`config.mk`:
```
export PLATFORM = sky130hd
export DESIGN_NAME = rv32i_fetch_unit
export DESIGN_NICKNAME = d
export VERILOG_FILES = /design/src/rtl/rv32i_fetch_unit.sv
export SDC_FILE = /design/constraint.sdc
export NUM_CORES = 1
export LEC_CHECK = 0
export ABC_AREA = 1
export CORE_ASPECT_RATIO = 0.9
export CORE_MARGIN = 3
export CORE_UTILIZATION = 28
export DETAILED_ROUTE_END_ITERATION = 10
export MAX_ROUTING_LAYER = met4
export PLACE_DENSITY_LB_ADDON = 0.25
export SKIP_LAST_GASP = 1
export SYNTH_ARGS = -nofsm -noshare
export SYNTH_HDL_FRONTEND = slang
export SYNTH_SLANG_ARGS = --single-unit
```
`constraint.sdc`:
```
create_clock -name clk -period 11.4 [get_ports clk]
set_clock_uncertainty 0.2 [all_clocks]
set_input_delay 2.28 -clock clk [delete_from_list [all_inputs] [get_ports clk]]
set_output_delay 2.28 -clock clk [all_outputs]
set_load 0.1 [all_outputs]
```
`src/rtl/rv32i_fetch_unit.sv`:
```
// Decoupled RV32I instruction fetch: owns the PC, issues one imem request at a time,
// buffers {pc, inst} pairs in a small FIFO and applies JAL/branch/JALR redirects with flush.
// Optional misaligned-target trap is enabled by defining FETCH_MISALIGN_TRAP_EN.
module rv32i_fetch_unit #(
    parameter int unsigned     XLEN        = 32,
    parameter int unsigned     IMEM_AW     = 12,
    parameter logic [XLEN-1:0] RESET_PC    = '0,
    parameter int unsigned     FETCH_DEPTH = 2
) (
    input  logic               clk,
    input  logic               rst_n,
    output logic               imem_req_o,
    output logic [IMEM_AW-1:0] imem_addr_o,
    input  logic               imem_rvalid_i,
    input  logic [31:0]        imem_rdata_i,
    output logic               inst_valid_o,
    input  logic               inst_ready_i,
    output logic [31:0]        inst_o,
    output logic [XLEN-1:0]    inst_pc_o,
    input  logic               redir_valid_i,
    input  logic [1:0]         redir_sel_i,
    input  logic               br_taken_i,
    input  logic [XLEN-1:0]    jal_tgt_i,
    input  logic [XLEN-1:0]    br_tgt_i,
    input  logic [XLEN-1:0]    jalr_base_i,
    input  logic [XLEN-1:0]    jalr_imm_i,
    output logic               fetch_err_o
);

    localparam int unsigned PTR_W = $clog2(FETCH_DEPTH);
    localparam int unsigned CNT_W = PTR_W + 1;

    typedef enum logic [1:0] {S_IDLE, S_REQ, S_WAIT} state_e;

    typedef struct packed {
        logic [XLEN-1:0] pc;
        logic [31:0]     inst;
    } entry_t;

    state_e          state_q, state_d;
    logic [XLEN-1:0] fetch_pc_q, fetch_pc_d;
    logic [XLEN-1:0] req_pc_q, req_pc_d;
    logic            squash_q, squash_d;
    logic            imem_req_q, imem_req_d;
    logic            valid_q, valid_d;
    logic            err_q, err_d;
    logic [PTR_W-1:0] wr_ptr_q, wr_ptr_d, rd_ptr_q, rd_ptr_d;
    logic [CNT_W-1:0] count_q, count_d;
    entry_t          head_q, head_d;
    entry_t          buf_q [FETCH_DEPTH];

    logic            pop, push, take, redir_hit, redir_eff;
    logic [XLEN-1:0] jalr_sum, target;
    entry_t          push_entry;

    assign jalr_sum   = jalr_base_i + jalr_imm_i;
    assign pop        = valid_q && inst_ready_i;
    assign take       = imem_rvalid_i && !squash_q && (state_q == S_WAIT);
    assign redir_hit  = redir_valid_i && ((redir_sel_i == 2'b01) || (redir_sel_i == 2'b11) ||
                                          ((redir_sel_i == 2'b10) && br_taken_i));
    // A trapped unit sits in IDLE with err set and must still accept the recovering redirect.
    assign redir_eff  = redir_hit && ((state_q != S_IDLE) || err_q);
    assign push       = take && !redir_eff;
    assign push_entry = '{pc: req_pc_q, inst: imem_rdata_i};

    always_comb begin
        case (redir_sel_i)
            2'b10:   target = br_tgt_i;
            2'b11:   target = jalr_sum & ~XLEN'(1);
            default: target = jal_tgt_i;
        endcase
    end

    always_comb begin
        // NOTE: every variable gets a default first so no path can infer a latch.
        state_d    = state_q;
        fetch_pc_d = fetch_pc_q;
        req_pc_d   = req_pc_q;
        squash_d   = squash_q;
        err_d      = err_q;
        wr_ptr_d   = wr_ptr_q;
        rd_ptr_d   = rd_ptr_q;
        head_d     = head_q;

        if (pop)  rd_ptr_d = rd_ptr_q + PTR_W'(1);
        if (push) wr_ptr_d = wr_ptr_q + PTR_W'(1);
        count_d = count_q + CNT_W'(push) - CNT_W'(pop);
        if (imem_rvalid_i && squash_q) squash_d = 1'b0;

        case (state_q)
            S_IDLE: if (!err_q) state_d = S_REQ;
            S_REQ: if (imem_req_q) begin
                state_d  = S_WAIT;
                req_pc_d = fetch_pc_q;
            end
            S_WAIT: if (take) begin
                state_d    = S_REQ;
                fetch_pc_d = req_pc_q + XLEN'(4);
            end
            default: state_d = S_IDLE;
        endcase

        if (redir_eff) begin
            rd_ptr_d   = '0;
            wr_ptr_d   = '0;
            count_d    = '0;
            fetch_pc_d = target & ~XLEN'(3);
            state_d    = S_REQ;
            // Any request still in flight after this cycle returns a stale word.
            squash_d   = imem_req_q || (((state_q == S_WAIT) || squash_q) && !imem_rvalid_i);
`ifdef FETCH_MISALIGN_TRAP_EN
            err_d = (target[1:0] != 2'b00);
            if (err_d) state_d = S_IDLE;
`endif
        end

        if (count_d != '0)
            head_d = ((count_q == CNT_W'(pop)) && push) ? push_entry : buf_q[rd_ptr_d];

        valid_d = (count_d != '0);
        // A stale word must drain before the next request so only one is ever in flight.
        imem_req_d = (state_d == S_REQ) && (count_d < CNT_W'(FETCH_DEPTH)) && !squash_d;
    end

    always_ff @(posedge clk or negedge rst_n) begin
        if (!rst_n) begin
            state_q    <= S_IDLE;
            fetch_pc_q <= RESET_PC;
            req_pc_q   <= '0;
            squash_q   <= 1'b0;
            imem_req_q <= 1'b0;
            valid_q    <= 1'b0;
            err_q      <= 1'b0;
            wr_ptr_q   <= '0;
            rd_ptr_q   <= '0;
            count_q    <= '0;
            head_q     <= '0;
        end else begin
            // NOTE: sequential state uses non-blocking assignments only.
            state_q    <= state_d;
            fetch_pc_q <= fetch_pc_d;
            req_pc_q   <= req_pc_d;
            squash_q   <= squash_d;
            imem_req_q <= imem_req_d;
            valid_q    <= valid_d;
            err_q      <= err_d;
            wr_ptr_q   <= wr_ptr_d;
            rd_ptr_q   <= rd_ptr_d;
            count_q    <= count_d;
            head_q     <= head_d;
        end
    end

    // NOTE: buffer storage is not reset; count/pointers alone decide which entries are live.
    always_ff @(posedge clk) begin
        if (push) buf_q[wr_ptr_q] <= push_entry;
    end

    assign imem_req_o   = imem_req_q;
    assign imem_addr_o  = fetch_pc_q[IMEM_AW+1:2];
    assign inst_valid_o = valid_q;
    assign inst_o       = head_q.inst;
    assign inst_pc_o    = head_q.pc;
`ifdef FETCH_MISALIGN_TRAP_EN
    assign fetch_err_o  = err_q;
`else
    assign fetch_err_o  = 1'b0;
`endif

endmodule

```
==> impl_metrics.tcl <==
set metrics [dict create \
    status "finished, final reports clean" \
    wire_per_inst_um 18.0 \
    finalCriticalPeriod_ns 5.73 \
    crit_path_end "inst_pc_o[15]" \
    crit_type "input pin to flip-flop" \
    cp_slowest_cell "buf_4" \
    synthArstFlopShare_pct 51.7 \
    die_h_um 219 \
    clk_pin_slew_ns 0.06 \
    synth-seq-cells 265 \
    dieArea_um2 53000 \
    postCtsHoldBufs 0 \
    drive_gt1_share_pct 5.43 \
    rr_worst_depth 13 \
    met1_usage_pct 24.3 \
    finalHoldViolations 0 \
    path_buf_inv 3 \
    setup_viol 0 \
    startpoint "redir_sel_i[1]" \
    finalCritPeriodShare_pct 50.3 \
    antenna_left 0 \
    ctsLongestPathBuffers 3 \
    cp.depth 15 \
    startpoint_type "input pin" \
    nFillCells 5098 \
    synth.avg_cell_area_um2 8.43 \
    rsz0062_at_grt "false" \
    yosys_warnings 0 \
    synthAdderAreaFrac_pct 2.93 \
    crit_path_cell_trace "clkdlybuf4s50_1, nand2_1, a21boi_1, o21ai_4, nand2_4, ha_1, inv_1, ha_1, or2_2, nand3_2, nand2_2, buf_4, o21ai_0, a21oi_1, nor2_1" \
    met2_usage_pct 27.7 \
    cp_top_family "buffers and inverters" \
    core_um2 49400 \
    route.detailed.drc 0 \
    nNetsFinal 2074 \
    drt-total-wl_um 46100 \
    grt_pass1_wl_um 71600 \
    cts_made_buffers 31 \
    synth_area_um2 14100 \
    worst_path_largest_cell_delay_ns 0.65 \
    cap_violations 0 \
    synth_top_family_by_area "simple AND/OR/NAND/NOR gates" \
    synthMuxAreaShare_pct 0.720 \
    dp_hpwl_um 32900 \
    ios 247 \
    io_buffer_count 241 \
    synth-edff-count 128 \
    ys_seq_area_share_pct 51.7 \
    first_pass_iters 6 \
    clk_latency_ns 0.55 \
    rows 77 \
    place_area_um2 17000 \
    first_iter_violations 722 \
    crit_top_cell "ha_1" \
    arrival_ns 5.96 \
    first_global_vias 12200 \
    overflow 0 \
    worst_ir_drop_vdd_uv 182 \
    antenna_found_initial 0 \
    syn_nets 1870 \
    initial_core_util_pct 28.5 \
    hold_ws_ns 0.284 \
    die_w_um 242 \
    whs_path_depth 2 \
    track_usage_pct 17.6 \
    tns_ns 0 \
    tightest_slew_ns 1.13 \
    yosysUniqueCellTypes 50 \
    powerDensity_nw_per_um2 290 \
    synth-simple-area-share_pct 24.8 \
    worstReg2RegEnd "inst_pc_o[15]" \
    syn_inst 1669 \
    ys.flop_type "dfrtp_1" \
    cts-resized-gates 0 \
    antenna_cells 0 \
    synthXorXnorAreaFrac_pct 0.623 \
    crit-reg2reg-launch "state_q[0]" \
    ff2ff_setup_slack_ns 7.67 \
    clkSinkCount 265 \
    worstPathMaxFanout 60 \
    postCtsSetupRepairBufs 0 \
    h-tree-depth 1 \
    drv_slew 0 \
    endpoint_kind "flip-flop" \
    stdcell_area_um2 18000 \
    vias 12300 \
    cp.required_ns 11.63 \
    met3_usage_pct 2.07 \
    power_leakage_nw 7.60 \
    min_path_type "flip-flop to flip-flop" \
    p_total_mw 5.21 \
    viasPerCell 4.78 \
    grt_max_degree 95 \
    synth_compound_area_share_pct 12.4 \
    cts_tree "built" \
    top_usage_layer "met2" \
    layout-area-overhead-vs-synth_pct 27.8 \
    cts_root_buf "clkbuf_16" \
    globalplace.congestion 0.888 \
    fmax_mhz 174 \
    relSlewSlack_pct 24.4 \
]
-- per-stage QoR --
step | setup slack (ns) | cells | util (%)
after detailed placement | 5.12 | 2511 | 34.5
after global placement | 5.18 | 2511 | 34.5
after global routing | 5.44 | 2567 | 36.4
after CTS | 5.70 | 2567 | 36.4
final | 5.67 | 2567 | 36.4
after floorplan | 5.32 | 1669 | -
-- area by class of cell --
class	instances	area [um^2]	share of cell area, %
Multi-Input combinational cell	1180	5890	32.8
Clock inverter	9	41.3	0.230
Sequential cell	265	7270	40.5
Clock buffer	47	887	4.94
Timing Repair Buffer	254	2510	14.0
Tap cell	671	840	4.67
Inverter	141	529	2.94
-- cells by family (layout without fill, tap and decap cells) --
| logic type | Yosys count | in the layout |
|---|---|---|
| AOI/OAI and AO/OA | 298 | 298 |
| DFF | 265 | 265 |
| and+or+nand+nor | 829 | 829 |
| other | 1 | 1 |
| adders and majority gates | 33 | 33 |
| muxes | 9 | 9 |
| buffers and inverters | 224 | 451 |
| xor gates and xnor gates | 10 | 10 |
-- worst min-delay path by stage --
stage,from,to,slack [ns]
detailed placement,fetch_pc_q[26],fetch_pc_q[26],0.27
global route,fetch_pc_q[24],fetch_pc_q[24],0.30
floorplan,fetch_pc_q[25],fetch_pc_q[25],0.25
CTS,fetch_pc_q[26],fetch_pc_q[26],0.28
global placement,fetch_pc_q[26],fetch_pc_q[26],0.26
finish,fetch_pc_q[26],fetch_pc_q[26],0.28
-- state kept, by name, summed over array words and instances, names as in the netlist --
register,count
buf_q,128
count_q,2
fetch_pc_q,32
imem_req_o,1
inst_o,32
inst_pc_o,32
inst_valid_o,1
rd_ptr_q,1
req_pc_q,32
squash_q,1
state_q,2
wr_ptr_q,1
-- report_power, final --
| part | leakage, nW | total, mW | switching (mW) | internal, mW |
|---|---|---|---|---|
| Clock | 0.458 | 0.904 | 0.373 | 0.531 |
| Sequential | 2.79 | 1.54 | 0.238 | 1.30 |
| Combinational | 4.35 | 2.77 | 2.07 | 0.702 |
-- worst min-delay path: cells and delay by family, from the launching register on --
kind	cells	cell delay (ns)
AND/OR/NAND/NOR	2	0.12
flip-flops	1	0.34
-- cell usage in the layout, fill, tap and decap left out, types with 7 or more instances in the layout --
cell / Yosys / final
nand2_1: 422 / 419
clkdlybuf4s50_1: 0 / 240
nor2_1: 213 / 210
dfrtp_1: 137 / 137
inv_1: 137 / 136
edfxtp_1: 128 / 128
nand3_1: 119 / 117
o21ai_0: 103 / 103
a21oi_1: 79 / 79
o211ai_1: 50 / 50
ha_1: 33 / 33
clkbuf_16: 0 / 32
o21ai_1: 28 / 28
nor3_1: 17 / 17
nand4_1: 16 / 16
a221oi_1: 13 / 13
buf_4: 14 / 13
clkbuf_1: 31 / 12
or2_2: 10 / 10
mux2_2: 9 / 9
nor4_1: 8 / 8
xor2_1: 7 / 7
nand3b_1: 7 / 7
-- synthesized netlist by cell type, types with 16 or more instances --
library cell,count,share of area (%)
a21oi_1,79,2.8
buf_2,29,1.0
clkbuf_1,31,0.83
dfrtp_1,137,24
edfxtp_1,128,27
ha_1,33,2.9
inv_1,137,3.7
nand2_1,422,11
nand3_1,119,4.2
nand4_1,16,0.71
nor2_1,213,5.7
nor3_1,17,0.60
o211ai_1,50,2.7
o21ai_0,103,3.7
o21ai_1,28,1.0
-- metal layers --
metal  vias to the layer above  share of wire [%]
met5                         -                  0
li1                       6038                  -
met3                        65                4.9
met1                      5804                 48
met2                       351                 45
met4                         0                2.1
Note: power is estimated with default switching activity, not from simulation.
